$ cat src/rtl/prty_scrub_ctrl_if.sv
// Shared RAM read-port bundle between the scrubber and the RAM/user side.
// Latency: none. The interface only carries signals.
// Backpressure: usr_rd_req from the user side blocks the scrubber strobe in the same cycle.
interface prty_scrub_ctrl_if #(
   parameter int ADDR_WTH = 10,
   parameter int WORD_WTH = 288
);
   logic                usr_rd_req;
   logic                scrub_rd_en;
   logic [ADDR_WTH-1:0] scrub_rd_addr;
   logic [WORD_WTH-1:0] mem_rd_data;

   // Scrubber side: drives the read strobe and address, receives read data.
   modport master (
      output scrub_rd_en,
      output scrub_rd_addr,
      input  usr_rd_req,
      input  mem_rd_data
   );

   // RAM/user side: owns user requests and returns read data.
   modport slave (
      input  scrub_rd_en,
      input  scrub_rd_addr,
      output usr_rd_req,
      output mem_rd_data
   );
endinterface

$ cat src/rtl/prty_scrub_ctrl.sv
// Background parity scrubber: walks RAM addresses, rechecks per-cell even parity, and logs errors.
// Latency: one read per cfg_interval + RD_LAT + 3 cycles; the error log updates RD_LAT + 2 cycles after the strobe.
// Backpressure: usr_rd_req stalls the scrubber in ISSUE with no strobe; the user path always wins.
module prty_scrub_ctrl #(
   parameter int DATA_WTH = 279,
   parameter int CELL_WTH = 32,
   parameter int ADDR_WTH = 10,
   parameter int RD_LAT   = 2,
   localparam int PRTY_WTH = (DATA_WTH + CELL_WTH - 1) / CELL_WTH
) (
   input  logic                clk_sys,
   input  logic                rst,
   input  logic                cfg_scrub_en,
   input  logic [15:0]         cfg_interval,
   input  logic [ADDR_WTH-1:0] cfg_addr_max,
   input  logic                err_clr,
   output logic                err_flag,
   output logic [15:0]         err_cnt,
   output logic [ADDR_WTH-1:0] err_addr,
   output logic                pass_done,
   prty_scrub_ctrl_if.master   mem_if
);

   typedef enum logic [1:0] {
      IDLE  = 2'd0,
      WAIT  = 2'd1,
      ISSUE = 2'd2,
      CHK   = 2'd3
   } state_t;

   state_t              state_q, state_d;
   logic [15:0]         wait_cnt_q, wait_cnt_d;
   logic [ADDR_WTH-1:0] addr_q, addr_d;
   logic [2:0]          chk_cnt_q, chk_cnt_d;
   logic                mis_q, mis_d;
   logic                pass_done_q, pass_done_d;
   logic                err_flag_q, err_flag_d;
   logic [15:0]         err_cnt_q, err_cnt_d;
   logic [ADDR_WTH-1:0] err_addr_q, err_addr_d;

   logic                rd_en;
   logic                log_cyc;
   logic                err_upd;
   logic [PRTY_WTH-1:0] calc_prty;
   logic [PRTY_WTH-1:0] stored_prty;
   logic                mismatch;

   // Recompute one even-parity bit per data cell; the top cell may be narrower than CELL_WTH.
   for (genvar gi = 0; gi < PRTY_WTH; gi++) begin : g_cell
      localparam int LO = gi * CELL_WTH;
      localparam int HI = (LO + CELL_WTH - 1 > DATA_WTH - 1) ? DATA_WTH - 1 : LO + CELL_WTH - 1;
      assign calc_prty[gi] = ^mem_if.mem_rd_data[HI:LO];
   end

   assign stored_prty = mem_if.mem_rd_data[DATA_WTH+PRTY_WTH-1:DATA_WTH];
   assign mismatch    = |(calc_prty ^ stored_prty);

   // Last CHK cycle: the sampled result is logged and the scan moves on.
   assign log_cyc = (state_q == CHK) && (chk_cnt_q == 3'(RD_LAT));
   assign err_upd = log_cyc & mis_q;

   // Scan FSM: interval wait, arbitration-aware strobe, read-latency wait and address advance.
   always_comb begin
      state_d     = state_q;
      wait_cnt_d  = wait_cnt_q;
      addr_d      = addr_q;
      chk_cnt_d   = chk_cnt_q;
      mis_d       = mis_q;
      pass_done_d = 1'b0;
      rd_en       = 1'b0;
      case (state_q)
         IDLE: begin
            if (cfg_scrub_en) begin
               state_d    = WAIT;
               wait_cnt_d = cfg_interval;
            end
         end
         WAIT: begin
            if (!cfg_scrub_en) begin
               state_d = IDLE;
               addr_d  = '0;
            end else if (wait_cnt_q == 16'd0) begin
               state_d = ISSUE;
            end else begin
               wait_cnt_d = wait_cnt_q - 16'd1;
            end
         end
         ISSUE: begin
            // A disable in this cycle suppresses the strobe so no read is left unchecked.
            if (!cfg_scrub_en) begin
               state_d = IDLE;
               addr_d  = '0;
            end else if (!mem_if.usr_rd_req) begin
               rd_en     = 1'b1;
               state_d   = CHK;
               chk_cnt_d = '0;
            end
         end
         CHK: begin
            if (chk_cnt_q == 3'(RD_LAT - 1)) begin
               mis_d = mismatch;
            end
            if (log_cyc) begin
               if (!cfg_scrub_en) begin
                  state_d = IDLE;
                  addr_d  = '0;
               end else begin
                  state_d    = WAIT;
                  wait_cnt_d = cfg_interval;
                  // >= also catches an address stranded above a freshly lowered limit.
                  if (addr_q >= cfg_addr_max) begin
                     addr_d      = '0;
                     pass_done_d = 1'b1;
                  end else begin
                     addr_d = addr_q + ADDR_WTH'(1);
                  end
               end
            end else begin
               chk_cnt_d = chk_cnt_q + 3'd1;
            end
         end
         default: begin
            state_d = IDLE;
            addr_d  = '0;
         end
      endcase
   end

   // Error log: a new error takes precedence over a coincident clear.
   always_comb begin
      err_flag_d = err_flag_q;
      err_cnt_d  = err_cnt_q;
      err_addr_d = err_addr_q;
      if (err_upd) begin
         err_flag_d = 1'b1;
         if (err_clr) begin
            err_cnt_d = 16'd1;
         end else if (err_cnt_q != 16'hFFFF) begin
            err_cnt_d = err_cnt_q + 16'd1;
         end
         if (err_clr || !err_flag_q) begin
            err_addr_d = addr_q;
         end
      end else if (err_clr) begin
         err_flag_d = 1'b0;
         err_cnt_d  = '0;
         err_addr_d = '0;
      end
   end

   // State registers with synchronous reset; any read in flight is dropped by returning to IDLE.
   always_ff @(posedge clk_sys) begin
      if (rst) begin
         state_q     <= IDLE;
         wait_cnt_q  <= '0;
         addr_q      <= '0;
         chk_cnt_q   <= '0;
         mis_q       <= 1'b0;
         pass_done_q <= 1'b0;
         err_flag_q  <= 1'b0;
         err_cnt_q   <= '0;
         err_addr_q  <= '0;
      end else begin
         state_q     <= state_d;
         wait_cnt_q  <= wait_cnt_d;
         addr_q      <= addr_d;
         chk_cnt_q   <= chk_cnt_d;
         mis_q       <= mis_d;
         pass_done_q <= pass_done_d;
         err_flag_q  <= err_flag_d;
         err_cnt_q   <= err_cnt_d;
         err_addr_q  <= err_addr_d;
      end
   end

   assign mem_if.scrub_rd_en   = rd_en;
   assign mem_if.scrub_rd_addr = addr_q;
   assign err_flag             = err_flag_q;
   assign err_cnt              = err_cnt_q;
   assign err_addr             = err_addr_q;
   assign pass_done            = pass_done_q;

endmodule

$ cat src/flat_wrapper.sv
// flat-port wrapper written by rule: the top's interface ports become plain ports
module prty_scrub_ctrl_flat 
#(
   parameter int DATA_WTH = 279,
   parameter int CELL_WTH = 32,
   parameter int ADDR_WTH = 10,
   parameter int RD_LAT   = 2,
   localparam int PRTY_WTH = (DATA_WTH + CELL_WTH - 1) / CELL_WTH
)
  (clk_sys, rst, cfg_scrub_en, cfg_interval, cfg_addr_max, err_clr, err_flag, err_cnt, err_addr, pass_done, mem_if_scrub_rd_en, mem_if_scrub_rd_addr, mem_if_usr_rd_req, mem_if_mem_rd_data);
  prty_scrub_ctrl_if #(.ADDR_WTH(ADDR_WTH), .WORD_WTH(288)) mem_if_i ();
  input  logic clk_sys;
  input  logic rst;
  input  logic cfg_scrub_en;
  input  logic [15:0] cfg_interval;
  input  logic [ADDR_WTH-1:0] cfg_addr_max;
  input  logic err_clr;
  output logic err_flag;
  output logic [15:0] err_cnt;
  output logic [ADDR_WTH-1:0] err_addr;
  output logic pass_done;
  output wire logic [$bits(mem_if_i.scrub_rd_en)-1:0] mem_if_scrub_rd_en;
  output wire logic [$bits(mem_if_i.scrub_rd_addr)-1:0] mem_if_scrub_rd_addr;
  input wire logic [$bits(mem_if_i.usr_rd_req)-1:0] mem_if_usr_rd_req;
  input wire logic [$bits(mem_if_i.mem_rd_data)-1:0] mem_if_mem_rd_data;
  assign mem_if_scrub_rd_en = mem_if_i.scrub_rd_en;
  assign mem_if_scrub_rd_addr = mem_if_i.scrub_rd_addr;
  assign mem_if_i.usr_rd_req = mem_if_usr_rd_req;
  assign mem_if_i.mem_rd_data = mem_if_mem_rd_data;
  prty_scrub_ctrl #(.DATA_WTH(DATA_WTH), .CELL_WTH(CELL_WTH), .ADDR_WTH(ADDR_WTH), .RD_LAT(RD_LAT)) u_core (.clk_sys(clk_sys), .rst(rst), .cfg_scrub_en(cfg_scrub_en), .cfg_interval(cfg_interval), .cfg_addr_max(cfg_addr_max), .err_clr(err_clr), .err_flag(err_flag), .err_cnt(err_cnt), .err_addr(err_addr), .pass_done(pass_done), .mem_if(mem_if_i));
endmodule
$ cat config.mk
export PLATFORM = sky130hd
export DESIGN_NAME = prty_scrub_ctrl_flat
export DESIGN_NICKNAME = d
export VERILOG_FILES = /design/src/rtl/prty_scrub_ctrl_if.sv /design/src/rtl/prty_scrub_ctrl.sv /design/src/flat_wrapper.sv
export SDC_FILE = /design/constraint.sdc
export NUM_CORES = 1
export LEC_CHECK = 0
export CAP_MARGIN = 20
export CORE_AREA = 4 4 136 138
export CTS_CLUSTER_SIZE = 12
export DETAILED_ROUTE_END_ITERATION = 10
export DIE_AREA = 0 0 140 142
export GPL_ROUTABILITY_DRIVEN = 0
export HOLD_SLACK_MARGIN = 0.05
export PLACE_DENSITY = 0.74
export SYNTH_ARGS = -nofsm -noshare
export SYNTH_HDL_FRONTEND = slang
export SYNTH_SLANG_ARGS = --single-unit
$ cat constraint.sdc
create_clock -name clk_sys -period 7.3 [get_ports clk_sys]
set_input_delay 2.19 -clock clk_sys [delete_from_list [all_inputs] [get_ports clk_sys]]
set_output_delay 2.19 -clock clk_sys [all_outputs]
set_load 0.01 [all_outputs]
[Word-level counts from Yosys, hierarchy flattened]
Index checks and enable logic that the tools add are counted.
Widths: inputs -> output; s select.
Word-level totals
  register bits after elaboration: 60
  logic and storage cells: 100
Operators by class
  reductions and logical operators: 29
  magnitude comparators: 1
  eq/ne operators: 17
  add/sub/neg operators: 4
  multiplexer cells: 35
  bitwise operators: 5
Operators with widths (count)
  $reduce_xor 32->1: 8
  $mux 16: 8
  $mux 10: 7
  $pmux 16 s3: 1
  $reduce_xor 23->1: 1
  $pmux 10 s2: 1
  $add 16x1->16 const B: 1
  $logic_not 16->1: 1
  $ne 16x16->1 const B: 1
  $ne 2x2->1 const B: 8
  $sub 16x1->16 const B: 1
  $mux 2: 6
  $reduce_and 4->1: 3
  $add 10x1->10 const B: 1
  $ge 10x10->1: 1
  $mux 3: 3
  $reduce_or 9->1: 1
  $xor 9x9->9: 1
  $pmux 2 s4: 1
  $reduce_bool 2->1: 4
  $mux 1: 7
  $pmux 3 s2: 1
  $reduce_and 2->1: 3
  $eq 2x2->1 const B: 2
  17 further kinds: 19

[Longest topological paths before layout]
  word-level depth: 5
  depth in mapped cells: 12
  depth with buffers taken out: 11

[Worst setup path after synthesis]
Ideal clock, no wire load.
  kind: input -> output
  start point: in cfg_scrub_en
  end point: out mem_if_scrub_rd_en
  stages on the path: 3
  arrival: 2.640 ns
  required time: 5.110 ns
  path buffers: 1
  slack: 2.470 ns
  cells stage by stage: buf_2 > nand2_1 > nor2_1
Between the ends
  longest elaborated chain between the ends: 2
Ends and longest elaborated chain
  start, declared: line flat_wrapper.sv:14  | input logic cfg_scrub_en;
  $mux 1: line prty_scrub_ctrl.sv:90  | if (!cfg_scrub_en) begin
  $mux 1: line prty_scrub_ctrl.sv:71  | case (state_q)
  end, declared: line flat_wrapper.sv:22  | output wire logic [$bits(mem_if_i.scrub_rd_en)-1:0] mem_if_scrub_rd_en;
Every way passes these cells.

[Worst setup path after layout]
Ends and elaborated chain as after synthesis.

==> results.md <==
Clock network:
- The total number of H-tree levels is 3.
- The number of buffers added for setup after CTS is 0.
- In this run, post-CTS hold repair placed 0 buffers.
- The TritonCTS clock tree is yes.
- TritonCTS created 9 clock buffers.
- For this design, the sink count on the clock tree is 60.
- The cell at the root of the clock tree is sky130_fd_sc_hd__clkbuf_16.
- The clock latency at the later pin of the worst-skew pair is 0.33 ns.
- The longest clock path from root to sink contains 2 buffers.
- After clock tree synthesis, the clock-pin slew on the worst setup and hold paths is 0.05 ns.
- Once the clock tree was built, the resizer swapped 0 gates to a different size.

Cells and area:
- The share of post-route cells with drive strength above 1 is 2.76%.
- At the end of the flow, the number of nets in the layout was between 1000 and 1500.
- The core occupancy in the finished layout is 57.8%.
- The repair_antennas step left the layout with diodes totalling 0.
- Relative to the synthesized area, the layout overhead comes to 71.0%.

Status:
- The run finished with clean final reports.

GRT:
- The number of antenna violations at the first check in global routing is 1.
- For this run the aggregate overflow at the end of global routing stands at 0.
- The global-route wire length before repair is 30.6 mm.
- The via count of the first global-routing pass is 5866.
- Across every metal layer, demand over resource in global routing totals 19.4%.
- The largest net degree at the start of global routing is 46.

Drt:
- The remaining antenna violation count after routing is 0.
- The DRC violation count after routing is 0.
- The detailed-route via count is 5942.
- The initial detailed-routing violation count is 254.
- After detailed routing, the average wire length per cell comes to 15.8 um.
- The wire length after detailed routing is 20.2 mm.
- The first TritonRoute pass finished after 4 iterations.
- Using the TritonRoute via totals, the vias-per-cell ratio works out to 4.66.

Floorplan:
- In this run the horizontal extent of the chip is 140 um.
- In this run the core area contains 48 standard-cell rows.
- From bottom edge to top edge, the die measures approximately 140 um.
- The floorplan step defined a die boundary enclosing 19900 um^2.
- The initial core utilization is between 30 and 40%.
- Pin placement for this block handled ~360 I/O pins.
- In this run the standard cell core region covers 17200 um^2.

Timing:
- Setup repair after global routing left no endpoint under its margin.
- The final critical-path required period is 5.96 ns.
- Setup violations remaining at the end of the flow were counted as 0.
- At the pin with the least slew margin, the transition time is between 0.8 and 0.9 ns.
- The share of the clock period used by the worst path after layout is between 80% and 90%.
- The final number of hold-violating endpoints is 0.
- Final hold analysis gives a worst-case slack of 0.495 ns.
- The fmax is approximately 170 MHz.
- For the final database, setup skew stands at 0.00716 ns.
- The final setup TNS is 0 ns.
- The final-report max-slew violation count is 0.
- The worst slew margin relative to its limit is 41.5%.

Logic synthesis:
- The synthesized net count is about 1000.
- The netlist uses 53 different library cells.
- The cell count after synthesis is 692.
- sky130_fd_sc_hd__xnor2_1 is the most common cell in the netlist.
- By area the synthesized netlist is led by sky130_fd_sc_hd__xnor2_1 39%, sky130_fd_sc_hd__dfxtp_1 21%, sky130_fd_sc_hd__xor2_1 5.1%.
- The fraction of registers with async set/reset is 0%.
- Averaged over all synthesized cells, the footprint is 8.39 um^2.
- The synthesized design contains 60 register bits.
- The number of warnings reported in the yosys synthesis log is 0.
- For this run, the register share of the synthesized area comes to 20.7%.
- After synthesis, the most frequently instantiated cells are 257 x sky130_fd_sc_hd__xnor2_1, 60 x sky130_fd_sc_hd__dfxtp_1, 55 x sky130_fd_sc_hd__nor2_1, 39 x sky130_fd_sc_hd__nand2_1, 34 x sky130_fd_sc_hd__xor2_1.
- In the synthesized netlist the dominant register cell turns out to be sky130_fd_sc_hd__dfxtp_1.
- Counting flops with a built-in enable in the synthesized netlist gives 0.
- The share of the synthesized area in the top cell type is 38.8%.
- The cell taking the most area after synthesis is sky130_fd_sc_hd__xnor2_1.
- In this run the cell area of the synthesized design comes to 5800 um^2.

Placed design:
- The total of buffers placed on input and output ports is 357.
- Detailed placement ended at an HPWL of 17.4 mm.

Setup path:
- The maximum fanout encountered on the critical timing path is 9.
- The family of cells with the greatest summed delay on the critical path is buffers and inverters.
- In this run the register-to-register setup slack is 4.48 ns.
- The worst setup path is of the in2out kind.
- The signal on the critical path passes through clkdlybuf4s50_1 > nand2_1 > nor2_1 > clkdlybuf4s50_1.
- The critical path buffer and inverter count is 2.
- Among all stages on the critical path, the largest delay is contributed by sky130_fd_sc_hd__clkdlybuf4s50_1.
- STA classifies the critical path startpoint as an input pin.
- The endpoint arrival time on the critical path is 3.77 ns.
- The nature of the critical path endpoint is a primary output.
- In this design, the stage delay of the slowest critical-path cell is 0.73 ns.
- Data on the critical path is required at its endpoint by 5.11 ns.
- The cell seen most often among critical-path stages is sky130_fd_sc_hd__clkdlybuf4s50_1.

Power and ir drop:
- The analysis attributes to cell leakage a power of approximately 3.5 nW.
- The share of total power in sequential cells is between 20% and 30%.
- Summed over all nets, the switching power comes to between 500 and 600 uW.
- IR analysis of the VDD net gives a maximum drop of 0.165 mV.
- The overall power of the completed layout is 1.62 mW.
- The switching part of the total is 31.2%.
- The power density over the cells is 163 nW/um^2.
- In this run, the clock network consumes 28.6% of the power.
- The internal power contribution is 1.11 mW.
- The combinational fraction of design power is 49.7%.

Hold path:
- The worst hold-check path type is reg2reg.

Run:
- The number of max-capacitance violations reported is 0.
-- worst reg2reg max path: cells and delay by family, from the launching register on --
kind | cells | cell delay (ns)
buf+inv | 2 | 0.96
fa+ha+maj | 1 | 0.61
flops | 1 | 0.35
compound gates | 3 | 0.81
-- per-layer routing --
metal	global-route usage, %	up-vias	routed length, um
met5	0	-	13
met4	5.15	2	326
met3	5.68	24	1520
met2	35.8	223	10600
met1	21.7	2649	7740
li1	-	3044	-
-- sequential cells by signal (all words and copies together) (netlist names) --
register / cells
u_core.err_cnt: 16
u_core.wait_cnt_q: 16
u_core.err_addr: 10
u_core.mem_if.scrub_rd_addr: 10
u_core.chk_cnt_q: 3
u_core.state_q: 2
u_core.err_flag: 1
u_core.mis_q: 1
u_core.pass_done: 1
-- worst paths after layout --
path	from	to	cells past startpoint
worst min-delay path	u_core.wait_cnt_q[14]$_SDFFE_PP0P_	u_core.wait_cnt_q[14]$_SDFFE_PP0P_	2
worst max-delay path	cfg_scrub_en	mem_if_scrub_rd_en	4
worst min register to register	u_core.wait_cnt_q[14]$_SDFFE_PP0P_	u_core.wait_cnt_q[14]$_SDFFE_PP0P_	2
worst max register to register	u_core.state_q[1]$_SDFFE_PP0P_	u_core.state_q[0]$_SDFFE_PP0P_	6
-- logic make-up (layout without fill, tap and decap cells) --
group	count (synthesis)	in the layout	share of synthesized area, %
compound gates	112	112	13.4
mux	1	1	0.194
buf+inv	41	400	2.98
xor+xnor	291	291	43.9
simple gates	165	165	14.0
flops	60	60	20.7
fa+ha+maj	22	22	4.74
-- placed cells by master, fill, tap and decap left out, drive strengths merged, types with 7 or more instances in the layout --
cell           synthesis  final
a22oi                 25     25
xor2                  34     34
xnor2                257    257
nand4                  9      9
clkdlybuf4s50          0    357
ha                    22     22
nand3                 12     12
a21oi                 25     25
nand2                 40     40
clkbuf                12     10
and3                   8      8
nand2b                11     11
inv                   24     25
o21ai                 25     25
a311oi                 7      7
nor3                  12     12
dfxtp                 60     60
nor2                  55     55
-- power by group through the flow --
stage | clock network [mW] | registers, mW | logic [mW]
2_1_floorplan | 0 | 0.355 | 0.530
3_3_place_gp | 0 | 0.357 | 0.805
3_5_place_dp | 0 | 0.358 | 0.816
4_1_cts | 0.473 | 0.351 | 0.821
5_1_grt | 0.489 | 0.353 | 0.881
6_report | 0.463 | 0.352 | 0.804
-- layout make-up --
type                    instances  area [um^2]
well taps                     225          282
flip-flops and latches         60         1200
inverters                      25         93.8
multi-input cells             591         4430
clock buffers                  10          239
repair buffers                359         3590
fillers                      1596         7250
clock inverters                 6         86.3
-- stage by stage --
| step | setup WS, ns | instances | area [um^2] |
|---|---|---|---|
| floorplan | 2.47 | 692 | 5800 |
| global placement | 1.41 | 1260 | 9600 |
| detailed placement | 1.34 | 1260 | 9600 |
| CTS | 1.33 | 1276 | 9920 |
| global route | 1.22 | 1276 | 9920 |
| finish | 1.34 | 1276 | 9920 |
No activity file was read; power rests on OpenSTA's default activity.
